==> src/rtl/duty_ramp_if.sv <==
// Request/status bundle between a duty_ramp controller and its requester.
// master: the requester driving target/step/interval; slave: duty_ramp itself.
interface duty_ramp_if #(
    parameter int DIV_WIDTH = 16
) ();
    logic [7:0]           target;
    logic [7:0]           step;
    logic [DIV_WIDTH-1:0] interval;
    logic                 target_valid;
    logic                 target_ready;
    logic [7:0]           duty_cycle;
    logic                 busy;
    logic                 done;

    modport master (
        output target, step, interval, target_valid,
        input  target_ready, duty_cycle, busy, done
    );

    modport slave (
        input  target, step, interval, target_valid,
        output target_ready, duty_cycle, busy, done
    );
endinterface

==> src/rtl/duty_ramp.sv <==
// duty_ramp: walks an 8-bit duty level toward a requested target in steps of
// 'step', one step every interval+1 clocks, and drives the pwm duty_cycle.
// Optional macro DUTY_RAMP_PERIOD_SYNC_EN: duty_cycle only reloads from the
// internal level when a free-running 8-bit phase counter wraps (phase==8'hFF),
// so the pwm never sees a duty change mid-period. done/busy follow the level.
//
// state | meaning
// IDLE  | waiting for a request, target_ready=1
// RAMP  | stepping level toward target, busy=1
module duty_ramp #(
    parameter int DIV_WIDTH = 16
) (
    input logic        clock,
    input logic        reset,
    duty_ramp_if.slave bus
);

    typedef enum logic {IDLE, RAMP} state_t;

    state_t               state;
    logic [7:0]           level;
    logic [7:0]           tgt_q;
    logic [7:0]           step_q;
    logic [DIV_WIDTH-1:0] intv_q;
    logic [DIV_WIDTH-1:0] tick_cnt;
    logic                 ready_q;
    logic                 busy_q;
    logic                 done_q;

    logic                 up;
    logic [8:0]           diff9;
    logic [8:0]           step9;
    logic [8:0]           move9;
    logic [7:0]           next_level;
    logic [7:0]           step_in;
    logic                 accept;

    // Next level after one tick: move by min(step, |target-level|) in 9 bits.
    always_comb begin
        up         = ({1'b0, tgt_q} > {1'b0, level});
        diff9      = up ? ({1'b0, tgt_q} - {1'b0, level})
                        : ({1'b0, level} - {1'b0, tgt_q});
        step9      = {1'b0, step_q};
        move9      = (step9 < diff9) ? step9 : diff9;
        next_level = up ? (level + move9[7:0]) : (level - move9[7:0]);
    end

    assign accept  = bus.target_valid && ready_q;
    assign step_in = (bus.step == 8'd0) ? 8'd1 : bus.step;

    // Request acceptance, tick timing and level stepping.
    always_ff @(posedge clock) begin
        if (reset) begin
            state    <= IDLE;
            level    <= 8'd0;
            tgt_q    <= 8'd0;
            step_q   <= 8'd0;
            intv_q   <= '0;
            tick_cnt <= '0;
            ready_q  <= 1'b0;
            busy_q   <= 1'b0;
            done_q   <= 1'b0;
        end else begin
            done_q <= 1'b0;
            case (state)
                IDLE: begin
                    ready_q <= 1'b1;
                    busy_q  <= 1'b0;
                    if (accept) begin
                        tgt_q    <= bus.target;
                        step_q   <= step_in;
                        intv_q   <= bus.interval;
                        tick_cnt <= '0;
                        if (bus.target == level) begin
                            done_q <= 1'b1;
                        end else begin
                            state   <= RAMP;
                            ready_q <= 1'b0;
                            busy_q  <= 1'b1;
                        end
                    end
                end
                RAMP: begin
                    if (tick_cnt == intv_q) begin
                        tick_cnt <= '0;
                        level    <= next_level;
                        if (next_level == tgt_q) begin
                            state   <= IDLE;
                            ready_q <= 1'b1;
                            busy_q  <= 1'b0;
                            done_q  <= 1'b1;
                        end
                    end else begin
                        tick_cnt <= tick_cnt + 1'b1;
                    end
                end
            endcase
        end
    end

    assign bus.target_ready = ready_q;
    assign bus.busy         = busy_q;
    assign bus.done         = done_q;

`ifdef DUTY_RAMP_PERIOD_SYNC_EN
    logic [7:0] phase;
    logic [7:0] duty_q;

    // Reload the pwm duty only at the pwm period wrap.
    always_ff @(posedge clock) begin
        if (reset) begin
            phase  <= 8'd0;
            duty_q <= 8'd0;
        end else begin
            phase <= phase + 8'd1;
            if (phase == 8'hFF) begin
                duty_q <= level;
            end
        end
    end

    assign bus.duty_cycle = duty_q;
`else
    assign bus.duty_cycle = level;
`endif

endmodule
==> src/flat_wrapper.sv <==
// flat-port wrapper written by rule: the top's interface ports become plain ports
module duty_ramp_flat 
#(
    parameter int DIV_WIDTH = 16
)
  (clock, reset, bus_target, bus_step, bus_interval, bus_target_valid, bus_target_ready, bus_duty_cycle, bus_busy, bus_done);
  duty_ramp_if #(.DIV_WIDTH(DIV_WIDTH)) bus_i ();
  input logic clock;
  input logic reset;
  input wire logic [$bits(bus_i.target)-1:0] bus_target;
  input wire logic [$bits(bus_i.step)-1:0] bus_step;
  input wire logic [$bits(bus_i.interval)-1:0] bus_interval;
  input wire logic [$bits(bus_i.target_valid)-1:0] bus_target_valid;
  output wire logic [$bits(bus_i.target_ready)-1:0] bus_target_ready;
  output wire logic [$bits(bus_i.duty_cycle)-1:0] bus_duty_cycle;
  output wire logic [$bits(bus_i.busy)-1:0] bus_busy;
  output wire logic [$bits(bus_i.done)-1:0] bus_done;
  assign bus_i.target = bus_target;
  assign bus_i.step = bus_step;
  assign bus_i.interval = bus_interval;
  assign bus_i.target_valid = bus_target_valid;
  assign bus_target_ready = bus_i.target_ready;
  assign bus_duty_cycle = bus_i.duty_cycle;
  assign bus_busy = bus_i.busy;
  assign bus_done = bus_i.done;
  duty_ramp #(.DIV_WIDTH(DIV_WIDTH)) u_core (.clock(clock), .reset(reset), .bus(bus_i));
endmodule
==> config.mk <==
export PLATFORM = sky130hd
export DESIGN_NAME = duty_ramp_flat
export DESIGN_NICKNAME = d
export VERILOG_FILES = /design/src/rtl/duty_ramp_if.sv /design/src/rtl/duty_ramp.sv /design/src/flat_wrapper.sv
export SDC_FILE = /design/constraint.sdc
export NUM_CORES = 1
export LEC_CHECK = 0
export ABC_AREA = 0
export BUFFER_PORTS_ARGS = -buffer_cell sky130_fd_sc_hd__buf_2
export CORE_ASPECT_RATIO = 0.8
export CORE_MARGIN = 4
export CORE_UTILIZATION = 30
export CTS_CLUSTER_SIZE = 24
export DETAILED_ROUTE_END_ITERATION = 8
export SLEW_MARGIN = 0
export SYNTH_ARGS = -nofsm -noshare
export SYNTH_HDL_FRONTEND = slang
export SYNTH_SLANG_ARGS = --single-unit
export TNS_END_PERCENT = 50
==> constraint.sdc <==
create_clock -name clock -period 9.5 [get_ports clock]
set_input_delay 0.95 -clock clock [delete_from_list [all_inputs] [get_ports clock]]
set_output_delay 0.95 -clock clock [all_outputs]
set_load 0.03 [all_outputs]
==> impl_metrics.env <==
export IMPL_status="complete, no violations"
export IMPL_avgSynthCellArea_sq_um=7.98
export IMPL_port_buffers=45
export IMPL_worst_slack_ns=1.40
export IMPL_clkLatencyLatePin_ns=0.34
export IMPL_slew_headroom_pct=43.9
export IMPL_synthTopCellsByCount="nand2_1, a21oi_1, dfxtp_1"
export IMPL_ctsHoldBuffers=0
export IMPL_period_needed_ns=8.10
export IMPL_first_pass_iters=5
export IMPL_place_ws_ns=1.54
export IMPL_ys_seq_area_share_pct=27.0
export IMPL_switchingPower_mw=0.697
export IMPL_first_iter_violations=312
export IMPL_synth_edf_count=0
export IMPL_ys_warn_count=0
export IMPL_synth_top_area_share_pct=27.0
export IMPL_vias=3977
export IMPL_p_leak_nw=1.99
export IMPL_post_cts_buffers=0
export IMPL_yosysMostFrequentCell="nand2_1"
export IMPL_irDropWorstVdd_mv=0.127
export IMPL_crit_family="compound AO/OA/AOI/OAI gates"
export IMPL_cpMaxStageDelayCell="dfxtp_1"
export IMPL_synth_seq_cells=60
export IMPL_core_sq_um=14400
export IMPL_die_area_sq_um=16800
export IMPL_crit_type="reg -> reg"
export IMPL_post_drt_wl_per_cell_um=15.7
export IMPL_worst_pin_slew_ns=0.842
export IMPL_power_density_nw_per_um2=309
export IMPL_rsz0062_at_grt="false"
export IMPL_crit_required_ns=9.74
export IMPL_yosysTopAreaCell="dfxtp_1"
export IMPL_use_met2_pct=21.0
export IMPL_use_met1_pct=22.5
export IMPL_synth_area_leaders="dfxtp_1, ha_1, nand2_1"
export IMPL_die_w_um=144
export IMPL_synth_distinct_cells=72
export IMPL_final_util_pct=35.3
export IMPL_die_y_um=117
export IMPL_arrival_ns=8.34
export IMPL_max_freq_mhz=123
export IMPL_drcViolationCount=0
export IMPL_grt_max_degree=59
export IMPL_switching_share_pct=44.4
export IMPL_fin_skew_ns=0.0102
export IMPL_n_antenna_cell=0
export IMPL_root_buffer="clkbuf_16"
export IMPL_cts_sinks=60
export IMPL_hp_start="u_core.intv_q[8]"
export IMPL_use_met3_pct=3.17
export IMPL_synth_fp_nets=625
export IMPL_maxCapViolCount=0
export IMPL_netlist_instances=557
export IMPL_stdcell_area_sq_um=5080
export IMPL_routabilityCongestion=0.911
export IMPL_p_seq_share_pct=18.3
export IMPL_fp_row_count=39
export IMPL_grt_pass1_wl_um=19800
export IMPL_pin_count=46
export IMPL_post_cts_resized=0
export IMPL_cp_startpoint="u_core.bus.duty_cycle[1]"
export IMPL_crit_buf_inv=3
export IMPL_routed_wl_um=12200
export IMPL_fin_nets=655
export IMPL_numCtsBuffers=9
export IMPL_place_hpwl_um=9170
export IMPL_start_util_pct=30.9
export IMPL_grt_use_total_pct=14.9
export IMPL_syn_area_sq_um=4440
export IMPL_clockBufferDepth=2
export IMPL_cts_clk_slew_worst_paths_ns=0.06
export IMPL_cts_tree="done"
export IMPL_setup_tns_ns=0
export IMPL_hold_path_class="reg -> reg"
export IMPL_crit_path_max_fanout=12
export IMPL_hold_viol=0
export IMPL_drive_above_1_share_pct=15.5
export IMPL_clkPwrFrac_pct=21.7
export IMPL_antenna_found_initial=0
export IMPL_start_kind="flop"
export IMPL_overflow=0
export IMPL_period_share_pct=85.2
export IMPL_setup_viol=0
export IMPL_cts_htree_levels=3
export IMPL_postRouteAntennaNets=0
export IMPL_grt_pass1_vias=3770
export IMPL_top_usage_layer="met1"
export IMPL_internal_power_mw=0.874
export IMPL_end_kind="flop"
export IMPL_synthArstFlopShare_pct=0
export IMPL_place_area_sq_um=4770
export IMPL_cpPeakStageDelay_ns=0.55
export IMPL_viasPerCell=5.13
export IMPL_p_comb_share_pct=59.9
export IMPL_synth_ff_type="dfxtp_1"
export IMPL_timing_rr_start="u_core.bus.duty_cycle[1]"
export IMPL_slew_viol_final=0
export IMPL_area_growth_pct=14.3
-- final timing paths --
| kind | to | slack, ns | cells past startpoint |
|---|---|---|---|
| max reg2reg | u_core.bus.done | 1.40 | 34 |
| min | u_core.intv_q[8] | 0.47 | 2 |
| max | u_core.bus.done | 1.40 | 34 |
| min reg2reg | u_core.intv_q[8] | 0.47 | 2 |
-- kinds of logic after synthesis --
logic type / after synthesis / share of synthesized area, %
fa+ha+maj: 33 / 9.80
mux: 6 / 1.58
flops: 60 / 27.0
simple gates: 204 / 22.4
buf+inv: 56 / 5.74
compound gates: 149 / 23.0
xor+xnor: 49 / 10.4
-- cell type report --
class                   instances  area [sq um]
clock buffers                  10           239
clock inverters                 6          70.1
fillers                      1468          9320
inverters                      27           101
multi-input cells             441          2990
flip-flops and latches         60          1200
well taps                     184           230
repair buffers                 48           248
-- registers in the layout, summed over array words and instances (netlist names) --
| register | count |
|---|---|
| u_core.bus.busy | 1 |
| u_core.bus.done | 1 |
| u_core.tgt_q | 8 |
| u_core.state | 1 |
| u_core.intv_q | 16 |
| u_core.step_q | 8 |
| u_core.tick_cnt | 16 |
| u_core.bus.duty_cycle | 8 |
| u_core.bus.target_ready | 1 |
-- worst reg2reg max path, delay by kind of cell (launching register included) --
family	cells	cell delay, ns
AO/OA/AOI/OAI	12	2.64
AND/OR/NAND/NOR	12	2.44
XOR/XNOR	2	0.32
flip-flops	1	0.55
multiplexers	1	0.34
adder cells (fa/ha/maj)	4	1.38
buffers and inverters	3	0.32
-- per-stage QoR --
| step | power [mW] | hold slack (ns) | cells |
|---|---|---|---|
| CTS | 1.57 | 0.472 | 776 |
| finish | 1.57 | 0.468 | 776 |
| detailed placement | 1.22 | 0.464 | 760 |
| global route | 1.68 | 0.499 | 776 |
| global placement | 1.20 | 0.463 | 760 |
| floorplan | 1.05 | 0.449 | 557 |
-- cell usage in the layout (no fill, tap or decap), types with 11 or more instances in the layout --
master	n
nor2_1	43
buf_2	45
nand2_1	86
nand4_1	11
xnor2_1	33
a21oi_1	62
xor2_1	13
o21ai_0	23
inv_1	27
a21o_1	12
dfxtp_1	60
ha_1	30
-- power by group through the flow --
stage	clock network, mW	registers [mW]	logic [mW]
floorplan	0	0.297	0.756
global placement	0	0.292	0.910
detailed placement	0	0.293	0.923
CTS	0.348	0.288	0.931
global route	0.362	0.291	1.03
finish	0.341	0.288	0.942
-- layer usage --
layer  routed length, um  share of wire, %
met5                   0                 0
met1                6480                53
met4                 281               2.3
met2                4870                40
met3                 561               4.6
No activity file was read; power rests on OpenSTA's default activity.
